[config.mk]
export PLATFORM = sky130hd
export DESIGN_NAME = signal_condenser
export DESIGN_NICKNAME = d
export VERILOG_FILES = /design/src/rtl/signal_condenser.sv
export SDC_FILE = /design/constraint.sdc
export NUM_CORES = 1
export LEC_CHECK = 0
export CORE_MARGIN = 2
export CORE_UTILIZATION = 55
export CTS_BUF_LIST = sky130_fd_sc_hd__clkbuf_16
export DETAILED_ROUTE_END_ITERATION = 10
export PLACE_DENSITY_LB_ADDON = 0.1
export SLEW_MARGIN = 5
export SYNTH_ARGS = -nofsm -noshare
export SYNTH_HDL_FRONTEND = slang
export SYNTH_SLANG_ARGS = --single-unit
[constraint.sdc]
create_clock -name clk -period 3.5 [get_ports clk]
set_clock_uncertainty 0.2 [all_clocks]
set_input_delay 0.525 -clock clk [delete_from_list [all_inputs] [get_ports clk]]
set_output_delay 0.525 -clock clk [all_outputs]
set_load 0.02 [all_outputs]
[src/rtl/signal_condenser.sv]
// signal_condenser: debounces one async level into level, pulse and events.
// Build option: define SIGNAL_CONDENSER_FALL_EN to enable fall_pulse.
module signal_condenser #(
  parameter int SYNC_STAGES   = 2,
  parameter int STABLE_CYCLES = 50000
) (
  input  logic       clk,
  input  logic       reset,
  input  logic       in,
  output logic       level,
  output logic       pulse,
  output logic       fall_pulse,
  output logic [7:0] events
);

  localparam int CW = $clog2(STABLE_CYCLES + 1);
  localparam logic [CW-1:0] CNT_MAX = CW'(STABLE_CYCLES);
  localparam logic [CW-1:0] CNT_ONE = CW'(1);
  localparam bit SHORTCUT = (STABLE_CYCLES == 1);

  typedef enum logic [1:0] {
    LOW,
    RISE_WAIT,
    HIGH,
    FALL_WAIT
  } state_t;

  logic [SYNC_STAGES-1:0] sync_q;
  logic                   sync_in;

  state_t        state_q;
  state_t        state_d;
  logic [CW-1:0] cnt_q;
  logic [CW-1:0] cnt_d;
  logic [CW-1:0] cnt_inc;

  logic       level_d;
  logic       rise;
  logic [7:0] events_d;

  // synchronizer chain; the only consumer of the raw input
  always_ff @(posedge clk or negedge reset) begin
    if (!reset) begin
      sync_q <= '0;
    end else begin
      sync_q <= {sync_q[SYNC_STAGES-2:0], in};
    end
  end

  assign sync_in = sync_q[SYNC_STAGES-1];
  assign cnt_inc = cnt_q + CNT_ONE;

  // state and debounce counter register
  always_ff @(posedge clk or negedge reset) begin
    if (!reset) begin
      state_q <= LOW;
      cnt_q   <= '0;
    end else begin
      state_q <= state_d;
      cnt_q   <= cnt_d;
    end
  end

  // next state: a change is accepted after STABLE_CYCLES agreeing samples
  always_comb begin
    state_d = state_q;
    cnt_d   = '0;
    case (state_q)
      LOW: begin
        if (sync_in) begin
          if (SHORTCUT) begin
            state_d = HIGH;
          end else begin
            state_d = RISE_WAIT;
            cnt_d   = CNT_ONE;
          end
        end
      end
      RISE_WAIT: begin
        if (!sync_in) begin
          state_d = LOW;
        end else if (cnt_inc == CNT_MAX) begin
          state_d = HIGH;
        end else begin
          cnt_d = cnt_inc;
        end
      end
      HIGH: begin
        if (!sync_in) begin
          if (SHORTCUT) begin
            state_d = LOW;
          end else begin
            state_d = FALL_WAIT;
            cnt_d   = CNT_ONE;
          end
        end
      end
      FALL_WAIT: begin
        if (sync_in) begin
          state_d = HIGH;
        end else if (cnt_inc == CNT_MAX) begin
          state_d = LOW;
        end else begin
          cnt_d = cnt_inc;
        end
      end
      default: begin
        state_d = LOW;
      end
    endcase
  end

  // output decode: level follows the accepted side, edges become strobes
  always_comb begin
    level_d  = (state_d == HIGH) || (state_d == FALL_WAIT);
    rise     = level_d && !level;
    events_d = events;
    if (rise && (events != 8'hFF)) begin
      events_d = events + 8'd1;
    end
  end

  // registered outputs
  always_ff @(posedge clk or negedge reset) begin
    if (!reset) begin
      level  <= 1'b0;
      pulse  <= 1'b0;
      events <= '0;
    end else begin
      level  <= level_d;
      pulse  <= rise;
      events <= events_d;
    end
  end

`ifdef SIGNAL_CONDENSER_FALL_EN
  logic fall;

  assign fall = !level_d && level;

  // falling-edge strobe register
  always_ff @(posedge clk or negedge reset) begin
    if (!reset) begin
      fall_pulse <= 1'b0;
    end else begin
      fall_pulse <= fall;
    end
  end
`else
  assign fall_pulse = 1'b0;
`endif

endmodule

After elaboration in Yosys (flattened, before gate mapping)
Index checks and enable logic that the tools add are counted.
- flip-flop bits (word level): 30
- output and inout bits: 11
- word-level logic and storage cells: 33
- add/sub/neg operators: 2
- multiplexer cells: 13
- equality and inequality tests: 7
- reductions and logical operators: 5
- operator list (operator ; count):
    16-bit one-hot mux with 4 select lines ; 1
    16-bit two-way mux ; 3
    16-bit by 1-bit adder with 16-bit output (second input constant) ; 1
    16-bit == test (second input constant) ; 1
    2-bit two-way mux ; 6
    8-bit by 1-bit adder with 8-bit output (second input constant) ; 1
    2-bit == test (second input constant) ; 4
    8-bit inequality test (second input constant) ; 1
    2-bit one-hot mux with 4 select lines ; 1
    2-bit by 1-bit == test with 1-bit output (second input constant) ; 1
    1-bit logical AND ; 2
    2-bit logical NOT ; 1
    1-bit two-way mux ; 2
    1-bit logical NOT ; 1
    1-bit logical OR ; 1

Logic depth before layout (Yosys ltp)
Gate-level depths: netlist (run 1).
- word-level depth: 9
- mapped depth: 9

Least setup slack after synthesis (run 1)
Ideal clock, no wire load.
- path type: register to register
- start: reg cnt_q[0]
- end: reg events[1]
- required time: 3.175 ns
- arrival: 2.154 ns
- setup slack: 1.021 ns
- cell stages (with the launch flop): 10
- path buffers: 2
- library setup time: 0.125 ns
- clock period less this slack: 2.479 ns
- path through: dfrtp_1 > ha_1 > and2_1 > buf_6 > a21boi_1 > o2111ai_1 > a211o_1 > buf_6 > nor3_4 > mux2_2
- word-level cells in the longest chain between the ends: 9
- elaborated cells between the ends (all ways): 12
- ends and longest elaborated chain (element ; line ; text):
    start: declaration ; 33 ; logic [CW-1:0] cnt_q;
    start signal: assignment ; 60 ; cnt_q <= cnt_d;
    16-bit by 1-bit adder with 16-bit output * ; 51 ; assign cnt_inc = cnt_q + CNT_ONE;
    16-bit == test * ; 82, 101 ;
    2-bit two-way mux (on tied branches) ; 101, 82 ;
    2-bit two-way mux (on tied branches) ; 99, 80 ;
    2-bit one-hot mux with 4 select lines * ; 68 ; case (state_q)
    2-bit == test ; 115 ; level_d = (state_d == HIGH) || (state_d == FALL_WAIT);
    1-bit logical OR * ; 115 ;
    1-bit logical AND * ; 116 ; rise = level_d && !level;
    1-bit logical AND * ; 118 ; if (rise && (events != 8'hFF)) begin
    end signal: assignment ; 132 ; events <= events_d;
    end: declaration ; 13 ; output logic [7:0] events
Mark *: on every way between the ends. The rest lies on a longest branch, timed or not.
A chain may end at the register's enable or synchronous reset.

Final worst setup path (run 1)
Same ends and word-level chain as after synthesis.

==> metrics.log, run 1 <==
INFO  metric path_class = flop to flop
INFO  metric ctsHtreeMaxLevel = 2
INFO  metric yosysTopAreaCellShare = 43.1%
INFO  metric syn_avg_cell_area = around 11 sq um
INFO  metric timing.critical_path.buf_inv = 0
INFO  metric totalNegativeSetupSlack = 0 ns
INFO  metric drive_gt1_share = 15.0%
INFO  metric powerDensity = between 300 and 400 nW/um^2
INFO  metric crit_arrival = between 2 and 3 ns
INFO  metric synth_ff_type = dfrtp_1
INFO  metric routed_wire_length_per_instance = ~17 um
INFO  metric placeableCoreArea = 2980 sq um
INFO  metric synth_sequential_area_ratio = between 40% and 50%
INFO  metric antenna_violations_before_repair = 0
INFO  metric yosysWarnings = 0
INFO  metric synth_top_cells_by_count = 29 x dfrtp_1, 20 x nor2_1, 14 x xor2_1
INFO  metric cts.sink_count = 29
INFO  metric synthesis.area = 1690 sq um
INFO  metric track_usage = between 20% and 30%
INFO  metric cts_buffers = 5
INFO  metric clk-insertion-delay-late = 0.27 ns
INFO  metric ir_drop = approximately 0.35 mV
INFO  metric drv_cap = 0
INFO  metric post_cts_resized = 0
INFO  metric holdCritPathClass = flop to flop
INFO  metric crit_path_cell_trace = ha_1 -> and2_1 -> a21boi_1 -> o2111ai_1 -> a211o_1 -> nor3_4 -> mux2_2
INFO  metric edff_count_synth = 0
INFO  metric synth_cell_types = 48
INFO  metric initialDrtViolationCount = 39
INFO  metric totalPowerFinal = between 0.0007 and 0.0008 W
INFO  metric post_synth_inst_count = around 160
INFO  metric synth_top_cells_by_area = dfrtp_1 43%, xor2_1 7.3%, nor4_4 5.0%
INFO  metric antenna_violating_nets_post_route = 0
INFO  metric critPathLaunchType = flop
INFO  metric drt_wl_total = ~3400 um
INFO  metric first_global_vias = roughly 1.2k
INFO  metric pin_count_of_the_biggest_net_entering_global_routing = 30
INFO  metric port_buffers = 12
INFO  metric cp.required = approximately 3.5 ns
INFO  metric drt_pre_antenna_iters = 4
INFO  metric post-synth-top-area-cell = dfrtp_1
INFO  metric die_area = between 3000 and 4000 sq um
INFO  metric timing.critical_path.depth = 7
INFO  metric post-synth-top-count-cell = dfrtp_1
INFO  metric multiInputGateArea = between 800 and 900 sq um
INFO  metric leakage = 0.854 nW
INFO  metric worst_setup_path_end_kind = flop
INFO  metric synth-seq-cells = 29
INFO  metric setup_violations = 0
INFO  metric rows = 20
INFO  metric worstPathMaxFanout = 9
INFO  metric dr_total_vias = approximately 1.2k
INFO  metric die_height = between 50 and 60 um
INFO  metric run_status = finished, final reports clean
INFO  metric wire_length_of_the_first_global_routing_pass = ~5900 um
INFO  metric num_antenna_cells = 0
INFO  metric synthToLayoutAreaGrowth = 14.6%
INFO  metric ff_latch_area = 726 sq um
INFO  metric critPathMaxStageDelay = 0.54 ns
INFO  metric min_period_over_period = roughly four fifths
INFO  metric critical_path.top_delay_family = compound AO/OA/AOI/OAI gates
INFO  metric synth_nets = around 160
INFO  metric worst_slew_margin_rel = a little under two thirds
INFO  metric die_width = around 59 um
INFO  metric clock.fmax = about 0.36 GHz
INFO  metric postCtsHoldBufs = 0
INFO  metric number_of_cells_on_the_worst_reg_to_reg_path = 7
INFO  metric post_dp_hpwl = ~2400 um
INFO  metric tightestPinTransition = 0.544 ns
INFO  metric tritoncts_clock_tree = done
INFO  metric critPathSlowestCell = a211o_1
INFO  metric ios = 14
INFO  metric report.final.hold_viol_count = 0
INFO  metric cts_buffer_depth = 2
INFO  metric min_period = approximately 2.7 ns
INFO  metric grt_overflow = 0
INFO  metric slew_violations = 0
INFO  metric cts_root_buf = clkbuf_16
INFO  metric clk_pin_slew = approximately 0.05 ns
INFO  metric replace_congestion = 0.863
INFO  metric nNetsFinal = 177
INFO  metric cts_setup_buffers = 0
INFO  metric holdPathStages = 0
INFO  metric initial_utilization = approximately 57%
INFO  metric async_set_or_reset_register_ratio_after_synthesis = 100%
INFO  metric avgViaCountPerCell = ~5.9
INFO  metric fillerInstances = around 240
INFO  metric drc = 0
INFO  metric rsz0062_at_grt = no
-- final timing paths --
path                                start        end  slack, ns
worst min register to register  sync_q[0]  sync_q[1]       0.15
min in group asynchronous           reset  cnt_q[11]       0.44
worst max-delay path             cnt_q[0]  events[1]       0.75
worst min-delay path            sync_q[0]  sync_q[1]       0.15
max in group asynchronous           reset      pulse       2.39
worst max register to register   cnt_q[0]  events[1]       0.75
-- layer usage --
layer	routed length (um)	share of wire, %	vias to the layer above	global-route usage [%]
met2	1690	49	23	34.9
met3	136	4.0	6	6.55
li1	-	-	585	-
met4	54	1.6	0	9.09
met5	0	0	-	0
met1	1550	45	602	30.6
-- cells in the final DEF (no fill, tap or decap), drive strengths merged, types with 2 or more instances in the layout --
cell type	n
and3	5
nor4	4
mux2	2
dfrtp	29
clkbuf	5
nand4	7
and4	2
o21ai	2
nor3	11
clkdlybuf4s50	12
and2	2
nand3	10
a21oi	2
xor2	14
o31ai	2
clkinv	3
buf	2
xnor2	8
nor2	20
ha	2
nand2	8
inv	4
-- cell type report --
cell class / count / share of cell area [%]
multi-input combinational: 118 / 45.4
timing repair buffer: 14 / 7.00
inverter: 4 / 0.778
clock buffer: 5 / 6.48
tap: 33 / 2.14
clock inverter: 3 / 0.648
sequential: 29 / 37.6
-- power breakdown --
part           internal [W]   total, W  leakage, nW  switching, W
Sequential         0.000340   0.000344        0.396    0.00000436
Clock              0.000256   0.000394       0.0687      0.000139
Combinational    0.00000697  0.0000220        0.390     0.0000150
-- sequential cells by signal, summed over array words and instances, names as in the netlist --
signal   flops
pulse        1
cnt_q       16
level        1
state_q      1
events       8
sync_q       2
-- cells by family (layout without fill, tap and decap cells) --
kind of cell               after synthesis  in the layout  synth area share, %
AOI/OAI and AO/OA                       14             14                 7.35
xor gates and xnor gates                22             22                 11.4
adders and majority gates                2              2                 1.48
buffers and inverters                   11             26                 4.97
DFF                                     29             29                 43.1
muxes                                    2              2                 1.34
other                                    1              1                0.223
and+or+nand+nor                         77             77                 30.1
-- worst reg2reg max path, delay by kind of cell (launching register included) --
| kind | cells | cell delay (ns) |
|---|---|---|
| flip-flops | 1 | 0.43 |
| adder cells (fa/ha/maj) | 1 | 0.26 |
| multiplexers | 1 | 0.35 |
| AO/OA/AOI/OAI | 3 | 0.89 |
| AND/OR/NAND/NOR | 2 | 0.49 |
-- stage by stage --
stage	cell area [sq um]	worst slack (ns)	util (%)	instances	hold slack [ns]
after global placement	1790	0.892	60.2	198	0.146
after floorplan	1690	1.02	-	158	0.0294
after CTS	1930	0.783	64.8	206	0.155
after detailed placement	1790	0.818	60.2	198	0.148
final	1930	0.751	64.8	206	0.150
after global routing	1930	0.609	64.8	206	0.158
Power figures use the tool's default switching activity.
==> run 2: changes to the inputs <==
clock period = 2.9 ns   (was 3.5 ns; I/O delays follow)
==> metrics.log, run 2 (synthesis gave the netlist of run 1 again) <==
INFO  metric avgViaCountPerCell = 5.84 (-1.1%)
INFO  metric drc = 0 (unchanged)
INFO  metric holdCritPathClass = flop to flop
INFO  metric rows = 20 (unchanged)
INFO  metric initialDrtViolationCount = 79 (+100%)
INFO  metric synthToLayoutAreaGrowth = 15.1%
INFO  metric wire_length_of_the_first_global_routing_pass = 5840 um (-0.48%)
INFO  metric track_usage = 22.3% (-0.58 points)
INFO  metric run_status = finished, final reports clean
INFO  metric drt_wl_total = 3380 um (-1.6%)
INFO  metric post_dp_cell_area = 1800 sq um (+0.42%)
INFO  metric ir_drop = 0.362 mV (+2.1%)
INFO  metric nNetsFinal = 178 (+0.56%)
INFO  metric ctsHtreeMaxLevel = 2 (unchanged)
INFO  metric tightestPinTransition = 0.692 ns (+0.149 ns)
INFO  metric antenna_violating_nets_post_route = 0 (unchanged)
INFO  metric cp.required = 2.85 ns (-0.61 ns)
INFO  metric worst_slew_margin_rel = 53.8% (-9.9 points)
INFO  metric largest_registers = cnt_q x16, events x8, sync_q x2
INFO  metric dpl_worst_slack = 0.159 ns (-0.659 ns)
INFO  metric totalNegativeSetupSlack = 0 ns (unchanged)
INFO  metric grt_util_met1 = 32.2% (+1.5 points)
INFO  metric placeableCoreArea = 2980 sq um (unchanged)
INFO  metric setup_violations = 0 (unchanged)
INFO  metric report.final.hold_viol_count = 0 (unchanged)
INFO  metric path_class = flop to flop
INFO  metric die_height = 59.4 um (unchanged)
INFO  metric top_library_cells_by_usage_in_the_layout_fill_and_taps_aside = 29 x dfrtp_1, 20 x nor2_1, 14 x xor2_1
INFO  metric leakage = 0.859 nW (+0.54%)
INFO  metric cts.sink_count = 29 (unchanged)
INFO  metric initial_utilization = 56.6% (unchanged)
INFO  metric die_width = 59.4 um (unchanged)
INFO  metric setup_ws = 0.187 ns (-0.565 ns)
INFO  metric antenna_violations_before_repair = 0 (unchanged)
INFO  metric dr_total_vias = 1208 (-0.66%)
INFO  metric port_buffers = 12 (unchanged)
INFO  metric cts_buffer_depth = 2 (unchanged)
INFO  metric worstPathMaxFanout = 9 (unchanged)
INFO  metric stdcell_area = 1940 sq um (+0.45%)
INFO  metric grt_overflow = 0 (unchanged)
INFO  metric pin_count_of_the_biggest_net_entering_global_routing = 30 (unchanged)
INFO  metric die_area = 3520 sq um (unchanged)
INFO  metric cts_root_buf = clkbuf_16
INFO  metric clk_pin_slew = 0.05 ns (about the same)
INFO  metric tritoncts_clock_tree = done
INFO  metric num_antenna_cells = 0 (unchanged)
INFO  metric min_period_over_period = 93.6% (+15 points)
INFO  metric ios = 14 (unchanged)
INFO  metric largest_reg_flops = 16 (unchanged)
INFO  metric max_flop_register = cnt_q
INFO  metric critPathLaunchType = flop
INFO  metric layout_commonest_cell = dfrtp_1
INFO  metric cts_setup_buffers = 0 (unchanged)
INFO  metric slew_violations = 0 (unchanged)
INFO  metric most_utilized_layer_in_the_global_route_result = met2
INFO  metric groute.layer.met3.usage = 5.46% (-1.1 points)
INFO  metric replace_congestion = 0.822 (-4.8%)
INFO  metric drive_gt1_share = 16.1% (+1.1 points)
INFO  metric crit_arrival = 2.66 ns (-0.04 ns)
INFO  metric postCtsHoldBufs = 0 (unchanged)
INFO  metric clk-insertion-delay-late = 0.27 ns (about the same)
INFO  metric first_global_vias = 1190 (-2.0%)
INFO  metric powerDensity = 469 nW/um^2 (+19%)
INFO  metric totalPowerFinal = 0.000910 W (+20%)
INFO  metric post_dp_hpwl = 2400 um (-1.0%)
INFO  metric worst_setup_path_end_kind = flop
INFO  metric drt_pre_antenna_iters = 4 (unchanged)
INFO  metric drv_cap = 0 (unchanged)
INFO  metric min_period = 2.71 ns (-0.0355 ns)
INFO  metric clock.fmax = 0.369 GHz (+1.3%)
INFO  metric gr-usage-met2 = 32.3% (-2.5 points)
INFO  metric post_cts_resized = 0 (unchanged)
INFO  metric rsz0062_at_grt = no
INFO  metric cts_buffers = 5 (unchanged)
INFO  metric routed_wire_length_per_instance = 16.3 um (-2.1%)
==> run 2: final timing paths <==
check,from,to,slack (ns),cells after the start
min in group asynchronous,reset,cnt_q[10],0.35,2
worst max-delay path,cnt_q[0],level,0.19,7
worst max register to register,cnt_q[0],level,0.19,7
max in group asynchronous,reset,events[5],1.88,2
worst min register to register,sync_q[0],sync_q[1],0.16,0
worst min-delay path,sync_q[0],sync_q[1],0.16,0
==> run 2: report_power, final <==
group / switching [W] / leakage, nW / total [W] / internal [W]
registers: 0.00000568 / 0.396 / 0.000416 / 0.000410
clock network: 0.000159 / 0.0687 / 0.000468 / 0.000308
logic: 0.0000183 / 0.394 / 0.0000269 / 0.00000857
total: 0.000183 / 0.859 / 0.000910 / 0.000727
==> run 2: critical path, stage by stage, from the launching register on <==
cell       delay [ns]
dfrtp_1          0.44
ha_1             0.26
and2_1           0.22
a21boi_1         0.19
o2111ai_1        0.18
a211o_2          0.50
nor3_2           0.25
mux2_1           0.35
==> run 2: stage by stage <==
step / hold WS [ns] / cells / util (%)
final: 0.158 / 207 / 65.1
after global routing: 0.164 / 207 / 65.1
after CTS: 0.161 / 207 / 65.1
after detailed placement: 0.136 / 199 / 60.5
after global placement: 0.145 / 199 / 60.5
after floorplan: -0.0606 / 158 / -
==> run 2: per-layer routing <==
metal | part of all wire [%] | vias up
met5 | 0 | -
met4 | 1.7 | 0
met3 | 2.0 | 7
met2 | 47 | 19
met1 | 49 | 595
li1 | - | 587
==> run 2: layout make-up <==
| class | count | area, sq um |
|---|---|---|
| multi-input cells | 118 | 877 |
| repair buffers | 15 | 143 |
| fillers | 235 | 1040 |
| clock buffers | 5 | 125 |
| well taps | 33 | 41.3 |
| flip-flops and latches | 29 | 726 |
| inverters | 4 | 15.0 |
| clock inverters | 3 | 12.5 |
